[src/rtl/hl_pkg.sv]
// Shared types and default sizes for the host launcher.
package hl_pkg;

    typedef enum logic [2:0] {
        S_IDLE,
        S_LOAD,
        S_LAUNCH,
        S_GUARD,
        S_RUN,
        S_DRAIN,
        S_ERR
    } state_t;

    localparam int AW_DEF = 8;
    localparam int DW_DEF = 8;
    localparam int TW_DEF = 16;
    localparam logic [15:0] TIMEOUT_DEF = 16'd4000;

endpackage

[src/rtl/hl_timer.sv]
// Run-length counter with clear/enable.
// expired flags the last allowed RUN cycle.
import hl_pkg::*;

module hl_timer #(
    parameter int TW = TW_DEF,
    parameter logic [TW-1:0] TIMEOUT = TIMEOUT_DEF
) (
    input  logic clk,
    input  logic reset,
    input  logic clr,
    input  logic en,
    output logic expired
);

    localparam logic [TW-1:0] LAST = TW'(TIMEOUT - 1);

    logic [TW-1:0] cnt;

    always_ff @(posedge clk) begin
        if (reset || clr) begin
            cnt <= '0;
        end else if (en) begin
            cnt <= cnt + 1'b1;
        end
    end

    assign expired = (cnt == LAST);

endmodule

[src/rtl/host_launcher.sv]
// Host-side initiator: preload memory, pulse req, wait for done
// with a timeout, then stream a result block back out.
import hl_pkg::*;

module host_launcher #(
    parameter int AW = AW_DEF,
    parameter int DW = DW_DEF,
    parameter int TW = TW_DEF,
    parameter logic [TW-1:0] TIMEOUT = TIMEOUT_DEF
) (
    input  logic          clk,
    input  logic          reset,
    input  logic          start,
    input  logic [AW-1:0] ld_base,
    input  logic [AW:0]   ld_cnt,
    input  logic [AW-1:0] rd_base,
    input  logic [AW:0]   rd_cnt,
    input  logic          ld_valid,
    input  logic [DW-1:0] ld_data,
    output logic          ld_ready,
    output logic          mem_own,
    output logic [AW-1:0] mem_addr,
    output logic [DW-1:0] mem_dat,
    output logic          mem_wr_en,
    input  logic [DW-1:0] mem_rd_dat,
    output logic          req,
    input  logic          done,
    output logic          res_valid,
    output logic [DW-1:0] res_data,
    input  logic          res_ready,
    output logic          busy,
    output logic          fin,
    output logic          timeout
);

    state_t        state, state_nx;
    logic [AW:0]   idx, idx_nx;
    logic [AW-1:0] lb, rb;
    logic [AW:0]   lc, rc;
    logic          timer_clr, timer_en, expired;

    hl_timer #(
        .TW      (TW),
        .TIMEOUT (TIMEOUT)
    ) u_timer (
        .clk     (clk),
        .reset   (reset),
        .clr     (timer_clr),
        .en      (timer_en),
        .expired (expired)
    );

    always_comb begin
        state_nx  = state;
        idx_nx    = idx;
        ld_ready  = 1'b0;
        mem_own   = 1'b0;
        mem_addr  = '0;
        mem_dat   = '0;
        mem_wr_en = 1'b0;
        req       = 1'b0;
        res_valid = 1'b0;
        res_data  = '0;
        timer_clr = 1'b0;
        timer_en  = 1'b0;
        unique case (state)
            S_IDLE: begin
                if (start) begin
                    idx_nx   = '0;
                    state_nx = (ld_cnt != '0) ? S_LOAD : S_LAUNCH;
                end
            end
            S_LOAD: begin
                mem_own   = 1'b1;
                ld_ready  = 1'b1;
                mem_addr  = lb + idx[AW-1:0];
                mem_dat   = ld_data;
                mem_wr_en = ld_valid;
                if (ld_valid) begin
                    if (idx == lc - 1'b1) begin
                        idx_nx   = '0;
                        state_nx = S_LAUNCH;
                    end else begin
                        idx_nx = idx + 1'b1;
                    end
                end
            end
            S_LAUNCH: begin
                req      = 1'b1;
                state_nx = S_GUARD;
            end
            // A done left high by the previous run is not trusted here.
            S_GUARD: begin
                timer_clr = 1'b1;
                state_nx  = S_RUN;
            end
            S_RUN: begin
                timer_en = 1'b1;
                if (done) begin
                    state_nx = S_DRAIN;
                end else if (expired) begin
                    state_nx = S_ERR;
                end
            end
            S_DRAIN: begin
                if (rc == '0) begin
                    state_nx = S_IDLE;
                end else begin
                    mem_own   = 1'b1;
                    mem_addr  = rb + idx[AW-1:0];
                    res_data  = mem_rd_dat;
                    res_valid = 1'b1;
                    if (res_ready) begin
                        if (idx == rc - 1'b1) begin
                            idx_nx   = '0;
                            state_nx = S_IDLE;
                        end else begin
                            idx_nx = idx + 1'b1;
                        end
                    end
                end
            end
            S_ERR: begin
                mem_own  = 1'b1;
                state_nx = S_IDLE;
            end
            default: state_nx = S_IDLE;
        endcase
    end

    always_ff @(posedge clk) begin
        if (reset) begin
            state   <= S_IDLE;
            idx     <= '0;
            busy    <= 1'b0;
            fin     <= 1'b0;
            timeout <= 1'b0;
            lb      <= '0;
            rb      <= '0;
            lc      <= '0;
            rc      <= '0;
        end else begin
            state <= state_nx;
            idx   <= idx_nx;
            busy  <= (state_nx != S_IDLE);
            fin   <= (state != S_IDLE) && (state_nx == S_IDLE);
            if (state == S_IDLE && start) begin
                lb      <= ld_base;
                lc      <= ld_cnt;
                rb      <= rd_base;
                rc      <= rd_cnt;
                timeout <= 1'b0;
            end
            if (state_nx == S_ERR) begin
                timeout <= 1'b1;
            end
        end
    end

endmodule

[config.mk]
export PLATFORM = sky130hd
export DESIGN_NAME = host_launcher
export DESIGN_NICKNAME = d
export VERILOG_FILES = /design/src/rtl/hl_pkg.sv /design/src/rtl/hl_timer.sv /design/src/rtl/host_launcher.sv
export SDC_FILE = /design/constraint.sdc
export NUM_CORES = 1
export LEC_CHECK = 0
export CORE_MARGIN = 1.5
export CORE_UTILIZATION = 56
export CTS_CLUSTER_SIZE = 30
export DETAILED_ROUTE_END_ITERATION = 7
export PLACE_DENSITY_LB_ADDON = 0.3
export SLEW_MARGIN = 20
export SYNTH_ARGS = -nofsm -noshare
export SYNTH_HDL_FRONTEND = slang
export SYNTH_HIERARCHICAL = 1
export SYNTH_SLANG_ARGS = --single-unit
[constraint.sdc]
create_clock -name clk -period 4.8 [get_ports clk]
set_input_delay 0.48 -clock clk [delete_from_list [all_inputs] [get_ports clk]]
set_output_delay 0.48 -clock clk [all_outputs]
set_load 0.01 [all_outputs]
Word level (Yosys, flattened, before mapping) --
Cells that the tools add are included.
Storage, ports and cells: register bits after elaboration 65, logic and storage cells 75
Cells by class: add/subtract/negate cells 6, eq/ne operators 14, multiplexer cells 32, reduce and logical (&&, ||, !) cells 13
Operators with widths (number):
- two-way mux 9 bit | 6
- two-way mux 8 bit | 4
- one-hot mux 9 bit (3 select lines) | 1
- two-way mux 3 bit | 8
- == test 9 bit | 2
- one-hot mux 3 bit (6 select lines) | 1
- subtractor 9 x 1 -> 9 bit (second input constant) | 2
- adder 16 x 1 -> 16 bit (second input constant) | 1
- adder 8 bit | 2
- == test 16 x 12 -> 1 bit (second input constant) | 1
- one-hot mux 8 bit (2 select lines) | 1
- == test 3 bit (second input constant) | 4
- adder 9 x 1 -> 9 bit (second input constant) | 1
- logical NOT 9 bit | 1
- two-way mux 1 bit | 9
- nonzero test 3 bit | 3
- nonzero test 9 bit | 1
- != test 2 bit (second input constant) | 4
- == test 3 x 2 -> 1 bit (second input constant) | 2
- logical NOT 3 bit | 2
- AND reduction 5 bit | 1
- == test 3 x 1 -> 1 bit (second input constant) | 1
- logical AND 1 bit | 2
- two-way mux 2 bit | 1
- 4 further kinds | 4

Longest topological paths before layout --
Gate-level depths: netlist of the first run.
depth in word-level cells 8, depth in mapped cells 10

Cells and area by module --
The synthesis of the first run kept the hierarchy.
By module, submodules not included:
- host_launcher | instances 1, cells an instance 457, area each 3470.8 um^2
- hl_timer | instances 1, cells an instance 86, area each 757.0 um^2

Least setup slack after synthesis of the first run --
Ideal clock, no wire load.
path type reg2out, start point register idx[1], end point output port mem_addr[7], arrival time 2.189 ns, data required time 4.320 ns, path slack 2.131 ns, stages on the path, launching flop included 9, cell sequence dfxtp_1 > ha_1 > a21o_1 > a21oi_1 > o21bai_1 > a2111oi_0 > o21ai_0 > o31a_1 > a21oi_1
Between the ends: word-level cells in the longest chain between the ends 3, elaborated cells between the ends (all ways) 4, classes of those cells add/sub (2); mux (2)
Ends and longest elaborated chain:
- from (decl) | RTL line host_launcher.sv:37 | logic [AW:0] idx, idx_nx;
- from (signal assigned) | RTL line host_launcher.sv:144 | idx <= idx_nx;
- adder 8 bit | RTL line host_launcher.sv:110 | mem_addr = rb + idx[AW-1:0];
- two-way mux 8 bit | RTL line host_launcher.sv:106 | if (rc == '0) begin
- one-hot mux 8 bit (2 select lines) (*) | RTL line host_launcher.sv:66 | unique case (state)
- to (decl) | RTL line host_launcher.sv:22 | output logic [AW-1:0] mem_addr,
Every way passes the cells marked *; elsewhere a longest branch is shown, timed or not.

Worst setup path after layout of the first run --
Ends and elaborated chain as after synthesis.

==> results of run 1 <==
## cells in the final DEF, fill, tap and decap left out, drive strengths merged, types with 14 or more instances in the layout
master	n
nand2	101
clkdlybuf4s50	86
dfxtp	65
a21oi	62
nor2	33
xnor2	24
and2	21
xor2	19
ha	18
inv	16
nand3	15
nor3	14
## layer usage
layer	vias up	track usage	routed length, microns
met1	1949	0.353	4910
met3	31	0.0745	849
met2	188	0.513	5630
li1	2042	-	-
met4	0	0.126	280
met5	-	0	0
## per-stage QoR
stage,power [mW],cells,setup WS (ps),util
3_5_place_dp,0.867,702,1430,0.701
6_report,1.39,718,999,0.731
3_3_place_gp,0.857,702,1530,0.700
4_1_cts,1.39,718,1030,0.731
2_1_floorplan,0.761,543,2130,-
5_1_grt,1.45,718,760,0.731
## cells by family after synthesis
group,Yosys count,share of synthesized area
DFF,65,0.308
buffers and inverters,45,0.0438
muxes,4,0.00977
and+or+nand+nor,247,0.308
AOI/OAI and AO/OA,119,0.177
xor gates and xnor gates,43,0.0909
adders and majority gates,20,0.0627
## synth_stat cells (7+ instances only)
master,count,share of area
inv_1,16,0.014
nor3_1,13,0.015
xnor2_1,23,0.048
and2_1,21,0.031
dfxtp_1,65,0.31
xor2_1,19,0.039
nand3_1,14,0.017
a21oi_1,62,0.073
o21ai_0,11,0.013
nand2_1,101,0.090
nand4_1,9,0.013
clkbuf_1,21,0.019
ha_1,18,0.053
nor4_1,7,0.010
nor2_1,32,0.028
## final cells by class
type / count / area, sq um
clock buffers: 12 / 145
clock inverters: 4 / 76.3
fillers: 599 / 1960
inverters: 16 / 60.1
multi-input cells: 433 / 2740
flip-flops and latches: 65 / 1300
well taps: 99 / 124
repair buffers: 89 / 881
## critical path, cell delays in order (launching register included)
cell             delay, ps
dfxtp_1                600
ha_1                   310
a21o_1                 160
a21oi_1                220
o21bai_1               140
a2111oi_0              520
o21ai_0                170
o31a_1                 130
a21oi_1                150
clkdlybuf4s50_1        560
## sequential cells by signal, indices dropped and copies added, names as in the netlist
name	count
u_timer/cnt	16
state	3
rc	9
rb	8
fin	1
busy	1
timeout	1
idx	9
lb	8
lc	9
## final timing paths
check	from	end	cells after the start
setup / recovery	idx[1]$_SDFFE_PP0P_	mem_addr[7]	9
hold / removal	rb[5]$_SDFFE_PP0P_	rb[5]$_SDFFE_PP0P_	2
setup reg to reg	state[2]$_SDFF_PP0_	u_timer/cnt[15]$_SDFFE_PP0P_	7
hold reg to reg	rb[5]$_SDFFE_PP0P_	rb[5]$_SDFFE_PP0P_	2
## where the power goes
group          switching (mW)  internal [mW]
logic                   0.138          0.133
registers              0.0281          0.561
clock network           0.221          0.308
==> results.yml, run 1 <==
timing:
  hold_viol: 0
  post-route-period-util: 0.792
  timing.hold.ws_ps: 470
  relSlewSlack: 0.344
  fin_tns_setup_ps: 0
  fin_worst_skew_ps: 13.7
  max_freq_mhz: 263
  tightest_slew_ps: 985
  final_max_slew_viol_count: 0
  rsz0062_at_grt: "false"
  layout_min_cycle_time_ps: 3800
  final-setup-viol-count: 0
clock_tree:
  cts_tree: "built"
  clk_path_buf_depth: 2
  cts_hold_buf: 0
  cts_resized: 0
  clkTransAtPathRegs_ps: 70
  cts_made_buffers: 9
  clkLatencyLatePin_ps: 360
  htreeDepth: 3
  post_cts_buffers: 0
  cts_num_sinks: 65
  cts_root_buf: "clkbuf_8"
global_routing:
  gr-total-overflow: 0
  antenna_found_initial: 0
  grt_max_degree: 53
  grt_util_all_layers: 0.298
  grt_pass1_wl_mm: 19.7
  grt_pass1_vias: 4127
route:
  dr.pass1.iters: 5
  dr.first_iter.drc_count: 319
  avgRoutedWirePerCell_microns: 16.2
  antenna_left: 0
  route.detailed.drc: 0
  wl_mm: 11.7
  via_per_inst: 5.86
  vias: 4210
die:
  core_area_sq_um: 7290
  dieArea_sq_um: 8080
  rows: 31
  pin_count: 88
  initial_core_util: 0.580
  die_w_microns: 89.9
  die_h_microns: 89.9
run:
  maxCapViolCount: 0
logic_synthesis:
  ys.flop_type: "dfxtp_1"
  synthesis.area_sq_um: 4230
  synth_area_per_cell_sq_um: 7.79
  synth_seq_cells: 65
  async_flop_share: 0
  synth_nets: 619
  yosysSeqAreaShare: 0.308
  yosysWarnings: 6
  synth.distinct_cells: 65
  syn_inst: 543
  synth_edf_count: 0
worst_setup_path:
  end_kind: "output pin"
  cp_data_required_time_ps: 4320
  r2r_setup_slack_ps: 2270
  crit_path_start_kind: "register"
  cp.arrival_ps: 3320
  crit_type: "register to output pin"
  crit_fanout: 10
place:
  dpl-instance-area_sq_um: 5110
  io_buffers: 87
  gp_congestion: 0.880
  hpwl_mm: 8.24
hold_path:
  hold_class: "register to register"
status:
  outcome: "finished clean"
layout:
  area_delta_synth_final_pct: 26.1
  n_antenna_cell: 0
  final_layout_size_suffix_gt1_frac: 0.0598
  design_area_sq_um: 5330
  nNetsFinal: 690
power:
  power.leakage_nw: 2.07
  vdd_drop_max_mv: 0.160
  p_per_area_nw_per_um2: 261
Note: power is estimated with default switching activity, not from simulation.
==> inputs of run 2 (changes only) <==
--- a/config.mk
+++ b/config.mk
@@ -6,7 +6,7 @@
 export NUM_CORES = 1
 export LEC_CHECK = 0
 export CORE_MARGIN = 1.5
-export CORE_UTILIZATION = 56
+export CORE_UTILIZATION = 52
 export CTS_CLUSTER_SIZE = 30
 export DETAILED_ROUTE_END_ITERATION = 7
 export PLACE_DENSITY_LB_ADDON = 0.3
==> constraint.sdc (replaced) <==
create_clock -name clk -period 3.9 [get_ports clk]
set_input_delay 0.39 -clock clk [delete_from_list [all_inputs] [get_ports clk]]
set_output_delay 0.39 -clock clk [all_outputs]
set_load 0.01 [all_outputs]
==> run 2 against run 1 <==
Net effect: routed wire length shrank 3.0%; critical path depth decreased by 1; largest power group unchanged; non-clock buffer count increased by 2; sequential power up 23%; sequential cell count unchanged; clock skew grew 1.1 ps; final cell count increased by 0.56%; register-to-register slack worse by 880 ps; hold slack got worse by 1.9 ps; total power grew 24%.
==> results.yml, run 2 (synthesized netlist as in run 1, its figures left out) <==
layout:
  nNetsFinal: 692
  final_util: 0.687
  layout_commonest_cell: "nand2_1"
  regMostFlops: "u_timer/cnt"
  area_delta_synth_final_pct: 26.8
  design_area_sq_um: 5360
  fillers: 682
  layout_common_cells: "nand2_1, clkdlybuf4s50_1, dfxtp_1"
  n_antenna_cell: 0
  final_layout_size_suffix_gt1_frac: 0.0645
  largest_reg_flops: 16
power:
  vdd_drop_max_mv: 0.200
  power.leakage_nw: 2.09
  p_per_area_nw_per_um2: 322
  p_total_mw: 1.72
global_routing:
  grt_pass1_wl_mm: 18.8
  gr-total-overflow: 0
  grt_util_all_layers: 0.273
  grtUsageMet2: 0.457
  grt_use_met1: 0.346
  top_usage_layer: "met2"
  grt_max_degree: 53
  use_met3: 0.0610
  grt_pass1_vias: 3965
  antenna_found_initial: 0
route:
  via_per_inst: 5.84
  wl_mm: 11.3
  antenna_left: 0
  route.detailed.drc: 0
  dr.pass1.iters: 5
  vias: 4220
  avgRoutedWirePerCell_microns: 15.7
  dr.first_iter.drc_count: 352
worst_setup_path:
  end_kind: "output pin"
  slowest_delay_ps: 580
  cp_slowest_cell: "dfxtp_1"
  crit_type: "register to output pin"
  crit_fanout: 12
  cp_data_required_time_ps: 3510
  cp_common_cell: "a21oi_1"
  cp_num_buf_inv: 1
  cp.arrival_ps: 3200
  crit_chain: "ha_1 -> a21oi_1 -> o21bai_1 -> a2111oi_1 -> o21ai_0 -> o31a_1 -> a21oi_1 -> clkdlybuf4s50_1"
  path_delay_family: "compound AO/OA/AOI/OAI gates"
  crit_path_start_kind: "register"
timing:
  final-setup-viol-count: 0
  fin_worst_skew_ps: 14.8
  max_freq_mhz: 278
  hold_viol: 0
  relSlewSlack: 0.365
  timing.hold.ws_ps: 468
  tightest_slew_ps: 952
  fin_tns_setup_ps: 0
  rsz0062_at_grt: "false"
  layout_min_cycle_time_ps: 3590
  post-route-period-util: 0.921
  final_max_slew_viol_count: 0
place:
  io_buffers: 87
  hpwl_mm: 8.13
  gp_congestion: 0.911
  dpl-instance-area_sq_um: 5130
die:
  rows: 32
  die_h_microns: 93.2
  pin_count: 88
  initial_core_util: 0.542
  die_w_microns: 93.2
  dieArea_sq_um: 8680
  core_area_sq_um: 7810
clock_tree:
  cts_tree: "built"
  clk_path_buf_depth: 2
  cts_made_buffers: 9
  cts_root_buf: "clkbuf_8"
  clkLatencyLatePin_ps: 350
  htreeDepth: 3
  post_cts_buffers: 0
  clkTransAtPathRegs_ps: 70
  cts_num_sinks: 65
status:
  outcome: "finished clean"
hold_path:
  hold_class: "register to register"
run:
  maxCapViolCount: 0
## run 2: changes by cell type in the layout (fill, tap and decap cells not counted)
| cell | delta |
|---|---|
| dfxtp_2 | +1 |
| dfxtp_1 | -1 |
| clkinvlp_4 | -1 |
| a2111oi_1 | +1 |
| clkbuf_8 | +2 |
| clkinv_4 | -1 |
| buf_4 | +2 |
| clkbuf_1 | -1 |
| a2111oi_0 | -1 |
## run 2: per-stage QoR
step | setup WS (ps) | cells
2_1_floorplan | 1320 | 543
3_3_place_gp | 625 | 707
3_5_place_dp | 497 | 707
4_1_cts | 89.2 | 722
5_1_grt | 137 | 722
6_report | 306 | 722
## run 2: repair_timing
item / CTS / global route
hold buffers: 0 / 0
setup endpoints to repair: 0 / 1
resized for setup: 0 / 2
## run 2: final timing paths
check                                         start                      endpoint  slack, ps  depth (start not counted)
worst min register to register   lb[5]$_SDFFE_PP0P_            lb[5]$_SDFFE_PP0P_        470                          2
worst min-delay path             lb[5]$_SDFFE_PP0P_            lb[5]$_SDFFE_PP0P_        470                          2
worst max-delay path            idx[2]$_SDFFE_PP0P_                   mem_addr[7]        310                          8
worst max register to register  state[2]$_SDFF_PP0_  u_timer/cnt[13]$_SDFFE_PP0P_       1390                          7
## run 2: report_power, final
group / switching (mW) / internal [mW] / total (mW)
clock: 0.257 / 0.409 / 0.667
combinational: 0.168 / 0.165 / 0.333
sequential: 0.0349 / 0.691 / 0.726
## run 2: cell type report
class	count	area, sq um	area share
tap	102	128	0.0238
sequential	65	1300	0.243
clock inverter	2	60.1	0.0112
inverter	16	60.1	0.0112
multi-input combinational	433	2750	0.512
clock buffer	13	169	0.0315
timing repair buffer	91	896	0.167
## run 2: metal layers
layer / vias to the layer above / routed length, microns
met2: 185 / 5400
met5: - / 0
met1: 1973 / 4740
met3: 19 / 955
li1: 2043 / -
met4: 0 / 214
## run 2: worst register-to-register path, cell delays in order, from the launching register on
cell and delay, ps:
dfxtp_1 600, inv_1 320, nor3_1 260, buf_4 210, nand3_2 150, or3_4 440
or3_1 350, a21oi_1 140
